File: src/rtl/pipe_stage_array.sv
// pipe_stage_array: elastic register pipeline, LANES x WIDTH bits wide, DEPTH
// stages deep, valid/ready handshake on both ends. Each stage is its own
// pipe_stage_reg instance so the flops sit one level down in the hierarchy.
//
// Ports:
//   clk, rst        clock, synchronous active-high reset
//   flush           synchronous clear of every stage valid bit
//   in_valid/ready  upstream handshake, in_data lane k at [k*WIDTH +: WIDTH]
//   out_valid/ready downstream handshake, out_data from the last stage
//   occupancy       registered count of valid stages (0..DEPTH)
//   stall_cnt       cycles with out_valid & !out_ready, saturating
//
// Optional feature macro: PIPE_STALL_STATS_EN. When undefined, stall_cnt is
// tied to zero and no counter flops exist; pipeline behaviour is unchanged.

module pipe_stage_reg #(
    parameter int W = 8
) (
    input  logic         clk,
    input  logic         rst,
    input  logic         flush,
    input  logic         load,
    input  logic         unload,
    input  logic [W-1:0] din,
    output logic         vld,
    output logic [W-1:0] dat
);
    always_ff @(posedge clk) begin
        if (rst) begin
            vld <= 1'b0;
            dat <= '0;
        end else begin
            if (flush)       vld <= 1'b0;
            else if (load)   vld <= 1'b1;
            else if (unload) vld <= 1'b0;
            // data only moves on a load; stale contents stay while vld=0
            if (load) dat <= din;
        end
    end
endmodule

module pipe_stage_array #(
    parameter int WIDTH = 4,
    parameter int LANES = 2,
    parameter int DEPTH = 3
) (
    input  logic                        clk,
    input  logic                        rst,
    input  logic                        flush,
    input  logic                        in_valid,
    output logic                        in_ready,
    input  logic [LANES*WIDTH-1:0]      in_data,
    output logic                        out_valid,
    input  logic                        out_ready,
    output logic [LANES*WIDTH-1:0]      out_data,
    output logic [$clog2(DEPTH+1)-1:0]  occupancy,
    output logic [15:0]                 stall_cnt
);
    localparam int BUS   = LANES * WIDTH;
    localparam int OCC_W = $clog2(DEPTH + 1);

    logic           v  [DEPTH];
    logic [BUS-1:0] d  [DEPTH];
    logic           mv [DEPTH];
    logic           ld [DEPTH];

    // Move chain resolved from the output backwards: a stage moves when it is
    // valid and the stage after it has room (empty or itself moving).
    always_comb begin
        logic room;
        room = out_ready;
        for (int i = 0; i < DEPTH; i++) mv[i] = 1'b0;
        for (int i = DEPTH - 1; i >= 0; i--) begin
            mv[i] = v[i] & room;
            room  = !v[i] | mv[i];
        end
        in_ready = room & !flush & !rst;
    end

    // Loads are suppressed during flush so data registers stay put.
    always_comb begin
        ld[0] = in_valid & in_ready;
        for (int i = 1; i < DEPTH; i++) ld[i] = mv[i-1] & !flush;
    end

    for (genvar i = 0; i < DEPTH; i++) begin : g_stage
        pipe_stage_reg #(.W(BUS)) u_stage (
            .clk    (clk),
            .rst    (rst),
            .flush  (flush),
            .load   (ld[i]),
            .unload (mv[i]),
            .din    ((i == 0) ? in_data : d[(i == 0) ? 0 : i-1]),
            .vld    (v[i]),
            .dat    (d[i])
        );
    end

    assign out_valid = v[DEPTH-1];
    assign out_data  = d[DEPTH-1];

    // Occupancy tracks accepts minus emits instead of re-counting v bits.
    always_ff @(posedge clk) begin
        if (rst || flush) occupancy <= '0;
        else occupancy <= occupancy + OCC_W'(ld[0]) - OCC_W'(mv[DEPTH-1]);
    end

`ifdef PIPE_STALL_STATS_EN
    // Cleared by rst only; flush leaves the statistics alone.
    always_ff @(posedge clk) begin
        if (rst) stall_cnt <= '0;
        else if (out_valid && !out_ready && stall_cnt != 16'hFFFF)
            stall_cnt <= stall_cnt + 16'd1;
    end
`else
    assign stall_cnt = 16'h0000;
`endif

endmodule

File: config.mk
export PLATFORM = sky130hd
export DESIGN_NAME = pipe_stage_array
export DESIGN_NICKNAME = d
export VERILOG_FILES = /design/src/rtl/pipe_stage_array.sv
export SDC_FILE = /design/constraint.sdc
export NUM_CORES = 1
export LEC_CHECK = 0
export BUFFER_PORTS_ARGS = -buffer_cell sky130_fd_sc_hd__buf_4
export CORE_MARGIN = 3
export CORE_UTILIZATION = 25
export CTS_CLUSTER_DIAMETER = 80
export DETAILED_ROUTE_END_ITERATION = 8
export PLACE_DENSITY = 0.45
export SYNTH_ARGS = -nofsm -noshare
export SYNTH_HDL_FRONTEND = slang
export SYNTH_SLANG_ARGS = --single-unit
File: constraint.sdc
create_clock -name clk -period 1.97 [get_ports clk]
set_input_delay 0.394 -clock clk [delete_from_list [all_inputs] [get_ports clk]]
set_output_delay 0.394 -clock clk [all_outputs]
set_load 0.03 [all_outputs]
==> flow_summary.json, run 1 <==
{
  "crit_path_end": "in_ready",
  "arrival_ns": 1.30,
  "finalMaxSlewViolations": 0,
  "grt_max_degree": 28,
  "die_h_um": 80.6,
  "r2r-start": "g_stage[1].u_stage.vld",
  "postCtsSetupBuffers": 0,
  "hold_viol": 0,
  "cp_max_fo": 9,
  "end_kind": "output pin",
  "cts_num_sinks": 29,
  "mostFrequentLayoutCell": "dfxtp_1",
  "maxSlewHeadroom": 0.645,
  "min_period_ns": 1.69,
  "dieArea_um2": 6490,
  "ant_nets": 0,
  "routed_wirelength_um": 2490,
  "coreArea_um2": 5240,
  "hold_class": "in -> reg",
  "place_congestion": 0.704,
  "ys_seq_elements": 29,
  "reg2reg_depth": 8,
  "final_area_um2": 1600,
  "seq_area_frac_synth": 0.418,
  "area_growth_pct": 14.9,
  "drc_errors": 0,
  "ys_types": 25,
  "path_clk_slew_ns": 0.06,
  "cp.required_ns": 1.58,
  "worst_pin_slew_ns": 0.531,
  "grt_usage": 0.0851,
  "grt_pass1_wl_um": 4060,
  "numCtsBuffers": 5,
  "cap_violations": 0,
  "layout-drive-gt1-share": 0.217,
  "status": "complete, no violations",
  "netlist_instances": 148,
  "fin_worst_skew_ns": 0.00185,
  "io_pins": 41,
  "p_total_mw": 1.20,
  "avgSynthCellArea_um2": 9.39,
  "rsz0062_at_grt": "no",
  "vias": 912,
  "grt_pass1_vias": 836,
  "vdd_drop_max_mv": 0.275,
  "antenna_cells": 0,
  "setup_violations": 0,
  "ff2ff_setup_slack_ns": 0.28,
  "setup.worst_path.class": "reg -> out",
  "row_count": 26,
  "power.density_nw_per_um2": 751,
  "antenna_found_initial": 0,
  "start_util": 0.265,
  "first_pass_iters": 4,
  "cts_tree": "done",
  "p_leak_nw": 0.714,
  "clockBufferDepth": 2,
  "grt_overflow": 0,
  "cts_hold_buf": 0,
  "die_w_um": 80.6,
  "drt_first_iter_violations": 56,
  "netlist_area_um2": 1390,
  "worst_setup_path_start_kind": "register",
  "reg2reg_to": "occupancy[1]",
  "root_buffer": "clkbuf_8",
  "wl_per_cell_um": 10.5,
  "worstHoldPathCells": 2,
  "clk_latency_ns": 0.27,
  "ys_warn_count": 0,
  "finish.utilization": 0.305,
  "placed_area_um2": 1510,
  "period_share": 0.859,
  "htree_levels": 2,
  "io_buffers": 24,
  "critPathLaunch": "g_stage[2].u_stage.vld",
  "hpwl_um": 1910,
  "fmax_mhz": 591,
  "layout_common_cells": "dfxtp_1, buf_4, nand2b_1",
  "cts_resized": 0,
  "drt-vias-per-instance": 3.86,
  "final_nets": 181,
  "finalSetupTns_ns": 0
}
power breakdown:
part           switching (mW)  internal, mW  leakage (nW)
Combinational          0.0759        0.0398         0.434
Sequential            0.00431         0.599         0.235
Clock                   0.204         0.276        0.0443
Total                   0.284         0.915         0.714
metrics by stage:
stage / hold slack (ns) / std cells / worst slack, ns
floorplan: 0.444 / 163 / 0.00746
global placement: 0.463 / 229 / 0.189
detailed placement: 0.462 / 229 / 0.108
CTS: 0.332 / 236 / 0.258
global route: 0.340 / 236 / 0.0949
finish: 0.340 / 236 / 0.277
cell usage after synthesis:
| cell | n | area [µm²] |
|---|---|---|
| nor2b_1 | 1 | 6.26 |
| a21oi_1 | 9 | 45.0 |
| ha_1 | 2 | 25.0 |
| xor2_1 | 1 | 8.76 |
| and2b_1 | 1 | 7.51 |
| mux2i_1 | 16 | 160 |
| nand3_1 | 8 | 40.0 |
| nor2_1 | 1 | 3.75 |
| xnor2_1 | 1 | 8.76 |
| buf_2 | 4 | 20.0 |
| o21ai_1 | 8 | 40.0 |
| buf_4 | 24 | 180 |
| conb_1 | 1 | 3.75 |
| nor3_1 | 3 | 15.0 |
| nand2_1 | 1 | 3.75 |
| nor2_2 | 1 | 6.26 |
| o211ai_2 | 1 | 12.5 |
| o21a_1 | 2 | 15.0 |
| buf_6 | 2 | 22.5 |
| clkbuf_1 | 1 | 3.75 |
| a21oi_4 | 1 | 16.3 |
| nand2b_1 | 19 | 119 |
| dfxtp_1 | 29 | 581 |
| inv_1 | 9 | 33.8 |
| and2_1 | 2 | 12.5 |
cells by family (layout without fill, tap and decap cells):
family / count (synthesis) / count (layout) / synth area share
other: 1 / 16 / 0.00270
XOR/XNOR: 2 / 2 / 0.0126
flip-flops: 29 / 29 / 0.418
AO/OA/AOI/OAI: 21 / 21 / 0.0927
multiplexers: 16 / 16 / 0.115
buffers and inverters: 40 / 43 / 0.187
adder cells (fa/ha/maj): 2 / 2 / 0.0180
AND/OR/NAND/NOR: 37 / 37 / 0.154
cell type report:
class / instances / area, µm²
flip-flops and latches: 29 / 581
repair buffers: 27 / 203
clock buffers: 7 / 86.3
fillers: 560 / 3640
well taps: 70 / 87.6
inverters: 9 / 33.8
multi-input cells: 94 / 606
worst min path at each step:
stage | startpoint | to | slack [ns]
global placement | g_stage[1].u_stage.dat[4] | g_stage[2].u_stage.dat[4] | 0.46
finish | flush | occupancy[1] | 0.34
floorplan | g_stage[1].u_stage.dat[0] | g_stage[2].u_stage.dat[0] | 0.44
global route | flush | occupancy[1] | 0.34
detailed placement | g_stage[1].u_stage.dat[6] | g_stage[2].u_stage.dat[6] | 0.46
CTS | flush | g_stage[1].u_stage.vld | 0.33
sequential cells by signal, indices dropped and copies added, names as in the netlist:
register,flops
g_stage.u_stage.dat,24
g_stage.u_stage.vld,3
occupancy,2
critical path, cell delays in order, from the launching register on:
cell and delay (ns):
dfxtp_1 0.36, nand2b_1 0.10, buf_4 0.18, nor2_1 0.15, nor3_1 0.07, buf_4 0.17
routing by layer:
layer	up-vias	global-route usage	routed length, µm	share of wire
met5	-	0	0	0
met4	0	0.0405	43	0.017
met3	5	0.0404	233	0.094
met2	33	0.120	1030	0.41
met1	395	0.108	1180	0.47
li1	479	-	-	-
No activity file was read; power rests on OpenSTA's default activity.
==> run 2, diff against run 1 <==
Settings changed: ABC_AREA from default to 1, CTS_CLUSTER_DIAMETER 80 to default.
==> flow_summary.json, run 2 <==
{
  "hold_class": "in -> reg",
  "end_kind": "output pin",
  "hpwl_um": 1950,
  "grt_pass1_vias": 1013,
  "intPower_mw": 1.14,
  "critical_path.cell_chain": "nand4_2, buf_4, nand2_1, inv_1, buf_4",
  "synth_top_area_cell": "dfxtp_1",
  "grt_overflow": 0,
  "synth_common_cells": "inv_1, dfxtp_1, nand2_1",
  "async_reset_ff_frac": 0,
  "rsz0062_at_grt": "no",
  "io_buffers": 24,
  "cp.required_ns": 1.58,
  "die_w_um": 82.4,
  "cp_max_fo": 10,
  "area_growth_pct": 16.9,
  "hold_viol": 0,
  "grt_pass1_wl_um": 4660,
  "ys_types": 20,
  "grt_use_met3": 0.0358,
  "io_pins": 41,
  "coreArea_um2": 5570,
  "fin_worst_skew_ns": 0.00357,
  "mostFrequentLayoutCell": "inv_1",
  "die_h_um": 82.4,
  "reg_top3": "g_stage.u_stage.dat x24, g_stage.u_stage.vld x3, occupancy x2",
  "p_comb_frac": 0.089,
  "layout-drive-gt1-share": 0.209,
  "netlist_instances": 195,
  "ys_warn_count": 0,
  "arrival_ns": 1.35,
  "cpMostUsedCell": "buf_4",
  "path_clk_slew_ns": 0.06,
  "fmax_mhz": 574,
  "p_clk_frac": 0.500,
  "setup_violations": 0,
  "slowest_delay_ns": 0.43,
  "seq_power_share": 0.411,
  "ys_seq_elements": 29,
  "p_total_mw": 1.47,
  "grt_max_degree": 17,
  "ant_nets": 0,
  "min_period_ns": 1.74,
  "drc_errors": 0,
  "start_util": 0.262,
  "final_nets": 229,
  "cts_resized": 0,
  "dieArea_um2": 6780,
  "status": "complete, no violations",
  "synth_area_leaders": "dfxtp_1, buf_4, inv_1",
  "p_leak_nw": 0.805,
  "layout_common_cells": "inv_1, dfxtp_1, nand2_1",
  "finalMaxSlewViolations": 0,
  "vias": 1067,
  "postCtsSetupBuffers": 0,
  "clk_latency_ns": 0.28,
  "vdd_drop_max_mv": 0.401,
  "busiest_layer": "met2",
  "largest_register_ffs": 24,
  "finalSetupTns_ns": 0,
  "root_buffer": "clkbuf_8",
  "numCtsBuffers": 5,
  "seq_area_frac_synth": 0.398,
  "synthFlopType": "dfxtp_1",
  "crit_slowest_cell": "dfxtp_1",
  "routed_wirelength_um": 2620,
  "worst_setup_path_start_kind": "register",
  "cts_num_sinks": 29,
  "synth_top_cell_area_share": 0.398,
  "fillers": 635,
  "power.density_nw_per_um2": 863,
  "cap_violations": 0,
  "switching_power_mw": 0.331,
  "setup.worst_path.class": "reg -> out",
  "antenna_cells": 0,
  "avgSynthCellArea_um2": 7.48,
  "row_count": 27,
  "regMostFlops": "g_stage.u_stage.dat",
  "cts_hold_buf": 0,
  "ff_latch_area_um2": 581,
  "htree_levels": 2,
  "switching_share": 0.225,
  "drt_first_iter_violations": 47,
  "antenna_found_initial": 0,
  "grt_usage": 0.0907,
  "wl_per_cell_um": 9.11,
  "multi_input_area_um2": 573,
  "drt-vias-per-instance": 3.72,
  "gr-usage-met2": 0.127,
  "cts_tree": "done",
  "first_pass_iters": 3,
  "synth_most_common_cell": "inv_1",
  "place_congestion": 0.685,
  "clockBufferDepth": 2,
  "synth_edf_count": 0,
  "met1_usage": 0.120,
  "netlist_area_um2": 1460,
  "period_share": 0.885
}
-- run 2: cell types whose count changed in the layout (fill, tap and decap cells not counted), sizes merged, moves of 3 or more --
cell,previous run,this run
nand2b,19,1
mux2i,16,0
nor2,2,28
nand2,1,30
inv,9,35
nand4,0,9
nor3,3,0
-- run 2: power by group through the flow --
stage	combinational [mW]	clock [mW]	sequential, mW
finish	0.131	0.735	0.604
global route	0.150	0.782	0.605
CTS	0.132	0.756	0.604
detailed placement	0.131	0	0.617
global placement	0.132	0	0.617
floorplan	0.127	0	0.617
-- run 2: layout make-up --
type	instances	share of cell area
Multi-Input combinational cell	117	0.336
Clock buffer	5	0.0404
Sequential cell	29	0.341
Timing Repair Buffer	26	0.115
Tap cell	72	0.0529
Clock inverter	3	0.0382
Inverter	35	0.0771
-- run 2: per-layer routing --
layer	vias to the layer above	routed length [µm]
met2	31	976
met3	5	181
met1	433	1400
met5	-	0
met4	0	61
li1	598	-
-- run 2: kinds of logic after synthesis --
kind of cell	Yosys count	share of synthesized area
other	1	0.00257
buffers and inverters	64	0.247
XOR/XNOR	1	0.00601
adder cells (fa/ha/maj)	2	0.0172
AO/OA/AOI/OAI	20	0.0687
flip-flops	29	0.398
AND/OR/NAND/NOR	78	0.260
-- run 2: final timing paths --
kind,cells past startpoint,startpoint,slack (ns),endpoint
max,5,g_stage[2].u_stage.vld,0.23,in_ready
min,2,rst,0.37,g_stage[2].u_stage.dat[7]
max reg2reg,8,g_stage[2].u_stage.vld,0.52,occupancy[1]
min reg2reg,2,g_stage[2].u_stage.dat[5],0.46,g_stage[2].u_stage.dat[5]
-- run 2: stage by stage --
stage	area, µm²	utilization	hold slack, ns	setup WS, ns	instances
6_report	1700	0.306	0.372	0.227	287
5_1_grt	1700	0.306	0.372	0.110	287
4_1_cts	1700	0.306	0.365	0.225	287
3_5_place_dp	1570	0.282	0.455	0.348	279
3_3_place_gp	1570	0.282	0.453	0.343	279
2_1_floorplan	1510	-	0.440	0.375	210
-- run 2: worst max-delay path: cells and delay by family (launching register included) --
family	cells	cell delay, ns
AND/OR/NAND/NOR	2	0.24
buffers and inverters	3	0.40
flip-flops	1	0.43
